### config.mk
export PLATFORM = sky130hd
export DESIGN_NAME = serial_sum_collector
export DESIGN_NICKNAME = d
export VERILOG_FILES = /design/src/rtl/serial_sum_collector.sv
export SDC_FILE = /design/constraint.sdc
export NUM_CORES = 1
export LEC_CHECK = 0
export CAP_MARGIN = 20
export CORE_MARGIN = 2
export CORE_UTILIZATION = 45
export CTS_CLUSTER_DIAMETER = 60
export DETAILED_ROUTE_END_ITERATION = 6
export PLACE_DENSITY = 0.66
export REMOVE_ABC_BUFFERS = 1
export SETUP_SLACK_MARGIN = 0.05
export SYNTH_ARGS = -nofsm -noshare
export SYNTH_HDL_FRONTEND = slang
export SYNTH_SLANG_ARGS = --single-unit
### constraint.sdc
create_clock -name clk_i -period 1.83 [get_ports clk_i]
set_input_delay 0.183 -clock clk_i [delete_from_list [all_inputs] [get_ports clk_i]]
set_output_delay 0.183 -clock clk_i [all_outputs]
set_load 0.01 [all_outputs]
### src/rtl/serial_sum_collector.sv
// serial_sum_collector
//   Collects the registered sum/carry bits of a bit-serial adder, LSB first,
//   into a WIDTH-bit word plus final carry, and offers the word downstream on a
//   valid/ready handshake. The word is held until it is consumed.
//   Framing violations and bits dropped under backpressure raise one-cycle
//   error pulses.
//
// Ports
//   clk_i        rising-edge clock, shared with the adder stage
//   rst_i        asynchronous active-high reset
//   sum_i        serial sum bit
//   cout_i       carry bit, qualified with sum_i
//   bit_valid_i  sum_i/cout_i valid this cycle
//   bit_first_i  marks bit 0 of a word
//   res_ready_i  downstream accepts the result
//   in_ready_o   a bit is accepted this cycle (combinational)
//   res_valid_o  res_data_o/res_carry_o hold a complete word
//   res_data_o   assembled word, bit i = i-th accepted bit
//   res_carry_o  carry captured with the MSB
//   frame_err_o  one-cycle framing-error pulse
//   ovf_err_o    one-cycle pulse when a valid bit is dropped
module serial_sum_collector #(
    parameter int unsigned WIDTH = 8
) (
    input  logic             clk_i,
    input  logic             rst_i,
    input  logic             sum_i,
    input  logic             cout_i,
    input  logic             bit_valid_i,
    input  logic             bit_first_i,
    input  logic             res_ready_i,
    output logic             in_ready_o,
    output logic             res_valid_o,
    output logic [WIDTH-1:0] res_data_o,
    output logic             res_carry_o,
    output logic             frame_err_o,
    output logic             ovf_err_o
);

    localparam int unsigned CntW = (WIDTH > 2) ? $clog2(WIDTH) : 1;
    localparam logic [CntW-1:0] CntMax = CntW'(WIDTH - 1);
    localparam logic [CntW-1:0] CntOne = CntW'(1);

    typedef enum logic [1:0] {
        StIdle,
        StCollect,
        StHold
    } state_e;

    state_e           state_q, state_d;
    logic [CntW-1:0]  cnt_q, cnt_d;
    logic [WIDTH-1:0] shreg_q, shreg_d;
    logic [WIDTH-1:0] res_data_q, res_data_d;
    logic             res_carry_q, res_carry_d;
    logic             res_valid_q, res_valid_d;
    logic             frame_err_q, frame_err_d;
    logic             ovf_err_q, ovf_err_d;

    logic             accept;
    logic [WIDTH-1:0] shifted;

    assign in_ready_o = (state_q != StHold) | res_ready_i;
    assign accept     = bit_valid_i & in_ready_o;
    assign shifted    = {sum_i, shreg_q[WIDTH-1:1]};

    always_comb begin
        state_d     = state_q;
        cnt_d       = cnt_q;
        shreg_d     = shreg_q;
        res_data_d  = res_data_q;
        res_carry_d = res_carry_q;
        res_valid_d = res_valid_q;
        frame_err_d = 1'b0;
        ovf_err_d   = 1'b0;

        unique case (state_q)
            StIdle: begin
                if (accept) begin
                    if (bit_first_i) begin
                        shreg_d = shifted;
                        cnt_d   = CntOne;
                        state_d = StCollect;
                    end else begin
                        // Stray bit with no word open: drop it, leave shreg/cnt alone.
                        frame_err_d = 1'b1;
                    end
                end
            end

            StCollect: begin
                if (accept) begin
                    shreg_d = shifted;
                    if (bit_first_i) begin
                        // Restart: stale upper bits shift out before the word completes.
                        frame_err_d = 1'b1;
                        cnt_d       = CntOne;
                    end else if (cnt_q == CntMax) begin
                        res_data_d  = shifted;
                        res_carry_d = cout_i;
                        res_valid_d = 1'b1;
                        cnt_d       = '0;
                        state_d     = StHold;
                    end else begin
                        cnt_d = cnt_q + CntOne;
                    end
                end
            end

            StHold: begin
                if (res_ready_i) begin
                    // Word consumed; a completion cannot coincide for WIDTH >= 2.
                    res_valid_d = 1'b0;
                    if (accept && bit_first_i) begin
                        shreg_d = shifted;
                        cnt_d   = CntOne;
                        state_d = StCollect;
                    end else if (accept) begin
                        frame_err_d = 1'b1;
                        state_d     = StIdle;
                    end else begin
                        state_d = StIdle;
                    end
                end else if (bit_valid_i) begin
                    ovf_err_d = 1'b1;
                end
            end

            default: begin
                state_d = StIdle;
            end
        endcase
    end

    always_ff @(posedge clk_i or posedge rst_i) begin
        if (rst_i) begin
            state_q     <= StIdle;
            cnt_q       <= '0;
            shreg_q     <= '0;
            res_data_q  <= '0;
            res_carry_q <= 1'b0;
            res_valid_q <= 1'b0;
            frame_err_q <= 1'b0;
            ovf_err_q   <= 1'b0;
        end else begin
            state_q     <= state_d;
            cnt_q       <= cnt_d;
            shreg_q     <= shreg_d;
            res_data_q  <= res_data_d;
            res_carry_q <= res_carry_d;
            res_valid_q <= res_valid_d;
            frame_err_q <= frame_err_d;
            ovf_err_q   <= ovf_err_d;
        end
    end

    assign res_valid_o = res_valid_q;
    assign res_data_o  = res_data_q;
    assign res_carry_o = res_carry_q;
    assign frame_err_o = frame_err_q;
    assign ovf_err_o   = ovf_err_q;

endmodule

# [After elaboration in Yosys (flattened, before gate mapping)]
# Cells that the tools add are included.
[totals] reg_bits=25 latch_bits=0 mem_bits_rw=0 mem_bits_ro=0 in_bits=7 output_inout_bits=13 wordCells=69 mem_count=0
[classes] n_addsub=1 multipliers=0 div=0 n_lt_le_gt_ge=0 n_eq_ne=11 shift=0 muxes=38 n_bitwise=3 n_reduce_logical=8
[ops] operator="2-to-1 mux 8 bit" count=5
[ops] operator="case mux 8 bit (3 select lines)" count=1
[ops] operator="2-to-1 mux 3 bit" count=7
[ops] operator="inequality test 2 bit, second input constant" count=8
[ops] operator="2-to-1 mux 1 bit" count=15
[ops] operator="2-to-1 mux 2 bit" count=6
[ops] operator="AND reduction 6 bit" count=2
[ops] operator="case mux 3 bit (3 select lines)" count=1
[ops] operator="case mux 2 bit (3 select lines)" count=1
[ops] operator="AND reduction 5 bit" count=1
[ops] operator="AND reduction 4 bit" count=1
[ops] operator="adder 3 x 1 -> 3 bit, second input constant" count=1
[ops] operator="equality test 3 bit, second input constant" count=1
[ops] operator="case mux 1 bit (3 select lines)" count=1
[ops] operator="nonzero test 3 bit" count=1
[ops] operator="equality test 2 x 1 -> 1 bit, second input constant" count=1
[ops] operator="equality test 2 bit, second input constant" count=1
[ops] operator="logical NOT 2 bit" count=1
[ops] operator="case mux 1 bit (2 select lines)" count=1
[ops] operator="nonzero test 2 bit" count=1
[ops] operator="AND 1 bit" count=1
[ops] operator="logical AND 1 bit" count=1
[ops] operator="NOT 1 bit" count=1
[ops] operator="OR 1 bit" count=1

# [Depth between registers and ports, before layout]
# Gate-level depths: netlist of run 1.
[logic_depth] word_depth=7 mapped_depth=5 ltp_nobuf=5

# [Worst setup path before layout of run 1]
# No wires, ideal clock.
[synth_timing] kind="register -> register" startpoint="register cnt_q[0]" endpoint="register res_carry_q, in the netlist res_carry_o" setup_time_ns=0.125 arrival_time_ns=1.357 t_required_ns=1.705 slack_ns=0.347 path_stages_with_launch=6 path_buffers=1 synth_period_minus_slack_ns=1.483 cell_sequence="dfrtp_1 ha_1 ha_1 and3_4 buf_12 mux2_4"
[synth_via] elab_chain_cells=2
[synth_lines] element="start, declared" line="51" rtl="logic [CntW-1:0] cnt_q, cnt_d;"
[synth_lines] element="start signal, assigned" line="146" rtl="cnt_q <= cnt_d;"
[synth_lines] element="equality test 3 bit" line="97" rtl="end else if (cnt_q == CntMax) begin"
[synth_lines] element="AND reduction 4 bit (no source line)"
[synth_lines] element="end signal, assigned" line="149" rtl="res_carry_q <= res_carry_d;"
[synth_lines] element="end, declared" line="54" rtl="logic res_carry_q, res_carry_d;"
# Every way passes these cells.
# A chain may end at the register's enable or synchronous reset.

# [Worst setup path after layout of run 1]
[layout_timing] startpoint="register state_q[1]" endpoint="output in_ready_o"
[layout_via] elab_chain_cells=2
[layout_lines] element="start, declared" line="50" rtl="state_e state_q, state_d;"
[layout_lines] element="start signal, assigned" line="136" rtl="state_q <= StIdle;"
[layout_lines] element="start signal, assigned" line="145" rtl="state_q <= state_d;"
[layout_lines] element="inequality test 2 bit" line="62" rtl="assign in_ready_o = (state_q != StHold) | res_ready_i;"
[layout_lines] element="OR 1 bit" line="62"
[layout_lines] element="end, declared" line="32" rtl="output logic in_ready_o,"
# Every way passes these cells.

==> summary.txt, run 1 <==
Run status
  • Status: complete, no violations

Worst setup path
  • Capture point of the worst path: in_ready_o
  • WS Path Type: reg2out
  • Worst path max stage delay: 0.52 ns
  • Crit path depth: 3
  • Max stage delay cell, worst path: clkdlybuf4s50_1
  • Crit Path Max Fanout: 9
  • Reg2reg end: res_carry_o
  • R2R Setup Slk: 0.31 ns
  • Worst reg-to-reg path cell count: 4
  • CP Buf/Inv Count: 2
  • CP startpoint: state_q[1]
  • Critical Path Start Type: flip-flop
  • Crit. End Element: output port
  • CP arrival: roughly 1.5 ns
  • Worst path cell trace: buf_4 -> nand2_1 -> clkdlybuf4s50_1
  • Worst reg2reg startpoint: cnt_q[0]
  • CP required: 1.65 ns
  • CP top delay family: buffers and inverters

Placed design
  • HPWL Detailed: between 1000 and 1500 microns
  • # port buffers: 19
  • Global placement routability congestion: around 0.76
  • Dpl cells: 127

Global route
  • Initial antenna violation count: 0
  • First-pass GRT wire length: 2720 microns
  • GRT Total Usage: 13.3%
  • Vias in the first global route: 640
  • Largest net degree at the start of global routing: 25
  • Total grt overflow: 0

Synthesis
  • Sequential share of the synthesized area: 53.8%
  • Synth Area per Inst: 14.5 sq um
  • Yosys reg bits: 24
  • Syn Std Cell Area: about 1100 sq um
  • Synth warn: 0
  • Syn Inst Count: 77
  • Yosys cell types: 24

Final layout
  • Antenna Diode Count: 0
  • Layout cells sized above 1: about a third
  • Area delta synth->final: 22.6%
  • Fin nets: approximately 110
  • Post-Layout Cell Count: 131

Timing
  • TNS Setup: 0 ns
  • FMAX: slightly below 600 MHz
  • Final Skew: 0.00177 ns
  • Worst relative slew slack: 76.6%
  • Final Hold Fails: 0
  • Tmin final: 1.68 ns
  • Final setup vio count: 0
  • RSZ-0062 raised after global routing: false
  • Slew @ Worst Pin: 0.350 ns
  • Final slew viol count: 0
  • Final period util: 91.7%

CTS
  • Sinks on Clock Net: 24
  • CTS tree: built
  • Worst-skew pair later-pin latency: 0.30 ns
  • Post CTS Setup Buffer Count: 0
  • # H-tree levels: 1
  • Maximum clock path buffer count: 2
  • Total CTS buffers: 3
  • Root buf cell: clkbuf_4
  • Clock transition at the registers of the reported paths: 0.13 ns

Die
  • CORE AREA: 2410 sq um
  • Rows: 18
  • Die area: 2890 sq um
  • Initial core utilization: 46.3%
  • Die Ht: between 50 and 60 microns
  • Chip width: 53.8 microns
  • Number of top-level pins: 20

Power
  • Power density over cell area: 1350 nW/um^2
  • Power share of the sequential group: between 40% and 50%
  • Clock share of power: 14.6%
  • Switching power total: 521 uW
  • Int Pwr: 1330 uW
  • Switching part of the total: 28.2%
  • Part of the power in combinational logic: 38.0%
  • Worst vdd ir: 0.629 mV
  • Leakage: 0.000616 uW

Flow run
  • Max-cap violations: 0

Drt
  • WL final: 1670 microns
  • DRT antenna net count: 0
  • Routed vias/inst: ~5
  • Routed wire length per instance: around 13 microns
  • DRT iter0 DRCs: 14
  • DRC Markers: 0
  • Pre-antenna DRT Iters: 4
  • Via count: 653

Min path
  • Hold Path Class: in2async
==> worst min-delay path: stages <==
cell and delay [ns]:
clkdlybuf4s50_1 0.39, inv_1 0.05, buf_4 0.29
==> cell usage after synthesis <==
| master | instances | area, sq um |
|---|---|---|
| inv_1 | 2 | 7.51 |
| mux2i_1 | 1 | 10.0 |
| o21ai_0 | 4 | 20.0 |
| nand4b_1 | 1 | 8.76 |
| nand3_1 | 1 | 5.00 |
| and2_1 | 1 | 6.26 |
| mux2_2 | 9 | 101 |
| nand2b_4 | 1 | 13.8 |
| nor2b_1 | 2 | 12.5 |
| and3_4 | 1 | 11.3 |
| and3b_2 | 1 | 10.0 |
| buf_6 | 2 | 22.5 |
| mux2_4 | 9 | 135 |
| nor2_1 | 1 | 3.75 |
| nor3b_4 | 1 | 18.8 |
| a21oi_1 | 1 | 5.00 |
| nand2_1 | 7 | 26.3 |
| buf_12 | 1 | 20.0 |
| o32ai_1 | 1 | 8.76 |
| dfrtp_1 | 24 | 601 |
| a21oi_4 | 1 | 16.3 |
| and3_1 | 1 | 6.26 |
| o41ai_1 | 1 | 8.76 |
| ha_1 | 3 | 37.5 |
==> flip-flops by register name, summed over array words and instances (netlist names) <==
name         flops
shreg_q          7
ovf_err_o        1
frame_err_o      1
res_data_o       8
cnt_q            3
res_carry_o      1
state_q          2
res_valid_o      1
==> power by group through the flow <==
stage	combinational (uW)	clock [uW]	sequential [uW]
after CTS	712	279	877
after global placement	692	0	886
after global routing	768	306	910
after detailed placement	710	0	888
final	703	269	877
after floorplan	397	0	905
==> area by class of cell <==
class | instances | area, sq um
Inverter | 2 | 7.51
Timing Repair Buffer | 23 | 220
Fill cell | 206 | 1040
Sequential cell | 24 | 602
Multi-Input combinational cell | 48 | 465
Tap cell | 30 | 37.5
Clock buffer | 4 | 36.3
==> routing by layer <==
metal  vias up  routed length (microns)  track usage [%]
met5         -                        0                0
met4         0                       19             6.41
met3         2                       91             2.50
met2        19                      772             22.0
met1       317                      789             16.5
li1        315                        -                -
==> worst min-delay path by stage <==
stage          slack (ns)             to        from
3_5_place_dp         0.50  res_data_o[0]  shreg_q[1]
4_1_cts              0.20  res_data_o[0]       rst_i
2_1_floorplan        0.20       cnt_q[0]       rst_i
5_1_grt              0.27  res_data_o[2]       rst_i
3_3_place_gp         0.48  res_data_o[0]  shreg_q[1]
6_report             0.20  res_data_o[2]       rst_i
==> logic make-up after synthesis <==
logic type / count (synthesis) / synth area share (%)
buffers and inverters: 5 / 4.48
AOI/OAI and AO/OA: 8 / 5.27
adders and majority gates: 3 / 3.36
muxes: 19 / 22.1
DFF: 24 / 53.8
and+or+nand+nor: 18 / 11.0
==> per-stage QoR <==
stage          hold WS, ns  area, sq um  util (%)  setup WS [ns]  power [uW]
2_1_floorplan        0.198         1070         -          0.391        1300
3_3_place_gp         0.485         1330      55.2          0.114        1580
3_5_place_dp         0.499         1330      55.2         0.0922        1600
4_1_cts              0.203         1370      56.7          0.116        1870
5_1_grt              0.268         1370      56.8         0.0770        1980
6_report             0.201         1370      56.8          0.151        1850
==> cells in the final DEF, fill, tap and decap left out <==
cell type,n
a21oi_1,1
a21oi_4,1
and2_1,1
and3_1,1
and3_4,1
and3b_2,1
buf_4,4
clkbuf_4,3
clkbuf_8,1
clkdlybuf4s50_1,19
dfrtp_1,23
dfrtp_2,1
ha_1,3
inv_1,2
mux2_2,9
mux2_4,9
mux2i_1,1
nand2_1,7
nand2b_4,1
nand3_1,1
nand4b_1,1
nor2_1,1
nor2b_1,2
nor3b_4,1
o21ai_0,4
o32ai_1,1
o41ai_1,1
==> repair_timing <==
item	CTS	global route
setup endpoints to repair	0	1
resized for setup	0	1
hold buffers	0	0
No activity file was read; power rests on OpenSTA's default activity.
==> run 2: changes to the inputs <==
--- a/config.mk
+++ b/config.mk
@@ -10,7 +10,7 @@
 export CORE_UTILIZATION = 45
 export CTS_CLUSTER_DIAMETER = 60
 export DETAILED_ROUTE_END_ITERATION = 6
-export PLACE_DENSITY = 0.66
+export PLACE_DENSITY = 0.74
 export REMOVE_ABC_BUFFERS = 1
 export SETUP_SLACK_MARGIN = 0.05
 export SYNTH_ARGS = -nofsm -noshare
==> run 2 against run 1 <==
Compared with the run above:
- clock power rose by 43%
- design area rose by 1.4%
- non-clock buffer count is the same
- wire length rose by 10%
- sequential power up 1%
- maximum frequency decreased by 1.2%
- highest routed layer unchanged
==> summary.txt, run 2 (synthesized netlist as in run 1, its figures left out) <==
Global route
  • Largest net degree at the start of global routing: 25
  • Layer with the highest usage: met2
  • Initial antenna violation count: 0
  • Vias in the first global route: 695
  • Met3 usage: 6.11%
  • First-pass GRT wire length: 3100 microns
  • Total grt overflow: 0
  • GRT Total Usage: 15.4%
  • GR met2 Demand/Resource: 26.6%
  • GR Util met1: 17.6%

Drt
  • WL final: 1850 microns
  • DRT antenna net count: 0
  • Via count: 659
  • Pre-antenna DRT Iters: 3
  • DRT iter0 DRCs: 15
  • DRC Markers: 0
  • Routed vias/inst: 5.03
  • Routed wire length per instance: 14.1 microns

Run status
  • Status: complete, no violations

Timing
  • Final slew viol count: 0
  • Final setup vio count: 0
  • RSZ-0062 raised after global routing: false
  • FMAX: 588 MHz
  • Slew @ Worst Pin: between 0.3 and 0.4 ns
  • Worst relative slew slack: 75.7%
  • Final Hold Fails: 0
  • Final period util: 92.9%
  • Final Skew: 0.00380 ns
  • TNS Setup: 0 ns
  • Tmin final: 1.70 ns

Worst setup path
  • CP required: 1.65 ns
  • Worst path cell trace: buf_4 -> nand2_1 -> clkdlybuf4s50_1
  • WS Path Type: reg2out
  • Crit. End Element: output port
  • Worst path max stage delay: 0.52 ns
  • Critical Path Start Type: flip-flop
  • CP arrival: 1.52 ns
  • Max stage delay cell, worst path: clkdlybuf4s50_1
  • Crit Path Max Fanout: 9

Min path
  • Hold Path Class: in2async

Die
  • CORE AREA: 2410 sq um
  • Number of top-level pins: 20
  • Initial core utilization: between 40 and 50%
  • Rows: 18
  • Die Ht: 53.8 microns
  • Chip width: 53.8 microns
  • Die area: 2890 sq um

Power
  • Switching power total: around 550 uW
  • Worst vdd ir: 0.840 mV
  • Int Pwr: 1430 uW
  • Part of the power in combinational logic: 35.8%
  • Power share of the sequential group: between 40% and 50%
  • Total Power: 1980 uW
  • Leakage: between 0.0006 and 0.0007 uW
  • Power density over cell area: 1430 nW/um^2
  • Clock share of power: 19.5%
  • Switching part of the total: 27.9%

Flow run
  • Max-cap violations: 0

CTS
  • Maximum clock path buffer count: 2
  • Root buf cell: clkbuf_4
  • Sinks on Clock Net: 24
  • CTS tree: built
  • Clock transition at the registers of the reported paths: between 0.1 and 0.15 ns
  • Worst-skew pair later-pin latency: 0.32 ns
  • Total CTS buffers: 3
  • # H-tree levels: 1

Final layout
  • Post-Layout Inst Area: about 1400 sq um
  • Most frequent standard cell in the layout excluding fill and tap cells: dfrtp_1
  • Area delta synth->final: 24.3%
  • Fin nets: 112
  • Max FFs per register: 8
  • Fillers: 210
  • Antenna Diode Count: 0
  • Commonest cells after routing, fill and taps aside: dfrtp_1 (23), clkdlybuf4s50_1 (19), mux2_2 (9), mux2_4 (9), nand2_1 (7)
  • Layout cells sized above 1: 32.7%

Placed design
  • DP Area: 1330 sq um
  • Global placement routability congestion: 0.701
  • # port buffers: 19
==> run 2: cell types whose count changed in the layout (fill, tap and decap cells not counted), sizes merged <==
cell	before	now
bufinv	0	1
clkbuf	4	3
==> run 2: worst paths after layout <==
kind	startpoint	end	slack, ns	cells past startpoint
min	rst_i	res_data_o[5]	0.17	3
max	state_q[1]	in_ready_o	0.13	3
min in group clk_i	cout_i	res_carry_o	0.48	2
max in group asynchronous	rst_i	state_q[0]	1.40	3
min reg2reg	shreg_q[1]	res_data_o[0]	0.53	1
max reg2reg	cnt_q[0]	res_data_o[3]	0.31	4
==> run 2: worst max-delay path, delay by kind of cell (launching register included) <==
| family | cells | cell delay [ns] |
|---|---|---|
| buf+inv | 2 | 0.70 |
| simple gates | 1 | 0.06 |
| flops | 1 | 0.43 |
==> run 2: routing by layer <==
layer / vias up / wire length [microns]
met5: - / 0
met4: 0 / 10
met2: 17 / 904
met1: 323 / 826
li1: 317 / -
met3: 2 / 105
==> run 2: power by group through the flow <==
stage | Clock (uW) | Combinational [uW] | Sequential [uW]
6_report | 386 | 709 | 886
5_1_grt | 422 | 781 | 918
4_1_cts | 396 | 720 | 886
3_5_place_dp | 0 | 720 | 895
3_3_place_gp | 0 | 692 | 884
2_1_floorplan | 0 | 397 | 905
==> run 2: final cells by class <==
class / count / area [sq um] / area share, %
well taps: 30 / 37.5 / 2.71
clock inverters: 1 / 30.0 / 2.16
clock buffers: 3 / 22.5 / 1.62
flip-flops and latches: 24 / 602 / 43.4
repair buffers: 23 / 220 / 15.9
multi-input cells: 48 / 468 / 33.7
inverters: 2 / 7.51 / 0.541
==> run 2: timing repair <==
action	in CTS	in global routing
endpoints found under the setup margin	0	1
gates resized for setup	0	2
buffers inserted	0	0
hold buffers	0	0
==> run 2: through the flow <==
stage,utilization (%),worst slack [ns],hold WS [ns],std cells
final,57.6,0.130,0.175,131
after global routing,57.6,0.0527,0.183,131
after CTS,57.4,0.0879,0.178,131
after detailed placement,55.2,0.0902,0.496,127
after global placement,55.2,0.100,0.494,127
after floorplan,-,0.391,0.198,74
==> run 3: changes to the inputs <==
--- a/config.mk
+++ b/config.mk
@@ -6,11 +6,12 @@
 export NUM_CORES = 1
 export LEC_CHECK = 0
 export CAP_MARGIN = 20
+export CORE_ASPECT_RATIO = 0.5
 export CORE_MARGIN = 2
-export CORE_UTILIZATION = 45
+export CORE_UTILIZATION = 35
 export CTS_CLUSTER_DIAMETER = 60
 export DETAILED_ROUTE_END_ITERATION = 6
-export PLACE_DENSITY = 0.74
+export PLACE_DENSITY = 0.61
 export REMOVE_ABC_BUFFERS = 1
 export SETUP_SLACK_MARGIN = 0.05
 export SYNTH_ARGS = -nofsm -noshare
==> run 3 against run 2 <==
Compared with the run above:
- power rose by 4.4%
- largest cell class unchanged
- critical path type unchanged
- final cell count rose by 8.4%
- register-to-register slack barely moved
- worst setup slack improved by 0.047 ns
- design area rose by 3.4%
- via count fell by 2.3%
- sequential share of layout area fell by 1.5 points
==> summary.txt, run 3 (synthesized netlist as in run 1, its figures left out) <==
Run status
  • Status: complete, no violations

Power
  • Worst vdd ir: about 0.57 mV
  • Part of the power in combinational logic: 35.2%
  • Power share of the sequential group: 42.6%
  • Switching power total: 553 uW
  • Clock share of power: between 20% and 30%
  • Int Pwr: 1510 uW
  • Switching part of the total: 26.8%
  • Power density over cell area: 1440 nW/um^2
  • Leakage: 0.000640 uW

CTS
  • Clock transition at the registers of the reported paths: 0.08 ns
  • Post CTS Setup Buffer Count: 0
  • Worst-skew pair later-pin latency: 0.27 ns
  • Sinks on Clock Net: 24
  • Hold Buf Count CTS: 0
  • Total CTS buffers: 3
  • Post_cts resized: 0
  • CTS tree: built
  • Maximum clock path buffer count: 2
  • Root buf cell: clkbuf_8
  • # H-tree levels: 1

Global route
  • Total grt overflow: 0
  • Initial antenna violation count: 0
  • GRT Total Usage: a little over a tenth
  • First-pass GRT wire length: between 2000 and 3000 microns
  • Vias in the first global route: 642
  • Largest net degree at the start of global routing: 25

Final layout
  • Post-Layout Cell Count: about 140
  • Antenna Diode Count: 0
  • Area of the multi-input gates: 465 sq um
  • Most frequent standard cell in the layout excluding fill and tap cells: dfrtp_1
  • Fin nets: 113
  • Area delta synth->final: 28.6%
  • Commonest cells after routing, fill and taps aside: dfrtp_1 (24), clkdlybuf4s50_1 (19), mux2_2 (9), mux2_4 (9), nand2_1 (7)
  • Seq. cell area: 601 sq um
  • Fillers: 274
  • Max FFs per register: 8
  • Layout cells sized above 1: 31.4%

Die
  • Die area: 3680 sq um
  • Die Ht: 43.9 microns
  • Rows: 14
  • Chip width: 83.9 microns
  • Initial core utilization: 37.0%
  • Number of top-level pins: 20
  • CORE AREA: 3010 sq um

Worst setup path
  • CP Buf/Inv Count: 1
  • Crit Path Max Fanout: 9
  • WS Path Type: reg2out
  • CP top delay family: flip-flops
  • Worst path cell trace: nor2_1 -> nand2_1 -> clkdlybuf4s50_1
  • Max stage delay cell, worst path: dfrtp_1
  • Worst path max stage delay: about 0.47 ns
  • CP required: about 1.7 ns
  • CP arrival: roughly 1.5 ns
  • Critical Path Start Type: flip-flop
  • Crit. End Element: output port

Min path
  • Hold Path Class: in2async

Timing
  • TNS Setup: 0 ns
  • Tmin final: 1.65 ns
  • Final period util: between 90% and 100%
  • Final setup vio count: 0
  • RSZ-0062 raised after global routing: false
  • Final slew viol count: 0
  • Slew @ Worst Pin: 0.320 ns
  • Final Hold Fails: 0
  • FMAX: 605 MHz
  • Final Hold Slack: 0.249 ns
  • Worst relative slew slack: 78.4%
  • Final Skew: 0.00322 ns

Flow run
  • Max-cap violations: 0

Placed design
  • # port buffers: 19
  • HPWL Detailed: 1290 microns
  • Dpl cells: 138
  • Global placement routability congestion: a little over 0.7

Drt
  • Via count: 644
  • WL final: 1780 microns
  • DRC Markers: 0
  • Routed wire length per instance: about 13 microns
  • DRT antenna net count: 0
  • Routed vias/inst: about 4.5
  • DRT iter0 DRCs: 19
  • Pre-antenna DRT Iters: 2
[run 3: changes by cell type in the layout (fill, tap and decap cells not counted), sizes merged]
cell,before,now
buf,4,5
[run 3: final cells by class]
type | instances | share of cell area [%]
flip-flops and latches | 24 | 41.8
repair buffers | 24 | 16.7
clock buffers | 3 | 2.88
well taps | 40 | 3.49
clock inverters | 1 | 2.09
multi-input cells | 48 | 32.4
inverters | 2 | 0.523
[run 3: stage by stage]
step | setup slack (ns) | util [%] | power [uW] | cell area (sq um)
after floorplan | 0.391 | - | 1300 | 1070
after global placement | 0.124 | 45.3 | 1610 | 1360
after detailed placement | 0.111 | 45.3 | 1630 | 1360
after CTS | 0.162 | 47.6 | 2100 | 1440
after global routing | 0.0994 | 47.6 | 2200 | 1440
final | 0.177 | 47.6 | 2070 | 1440
[run 3: layer usage]
layer / part of all wire (%) / GRT usage (%) / vias to the layer above
met5: 0 / 0 / -
met4: 2.1 / 5.81 / 0
met3: 3.2 / 3.43 / 5
met2: 48 / 17.6 / 10
met1: 46 / 13.4 / 308
li1: - / - / 321
[run 3: power by group through the flow]
stage / registers [uW] / clock network, uW / logic, uW
global route: 910 / 496 / 790
floorplan: 905 / 0 / 397
detailed placement: 895 / 0 / 738
CTS: 885 / 478 / 742
finish: 881 / 460 / 727
global placement: 890 / 0 / 723
[run 3: path summary, 6_finish.rpt]
check	slack (ns)	to	cells past startpoint	start
min in group clk_i	0.52	res_data_o[6]	1	res_data_o[6]
min	0.25	res_data_o[6]	3	rst_i
max reg2reg	0.30	res_data_o[6]	3	state_q[0]
max in group asynchronous	1.35	shreg_q[6]	3	rst_i
min reg2reg	0.52	res_data_o[6]	1	res_data_o[6]
max	0.18	in_ready_o	3	state_q[0]
[run 3: worst min-delay path, delay by kind of cell]
| family | cells | cell delay [ns] |
|---|---|---|
| buf+inv | 3 | 0.72 |
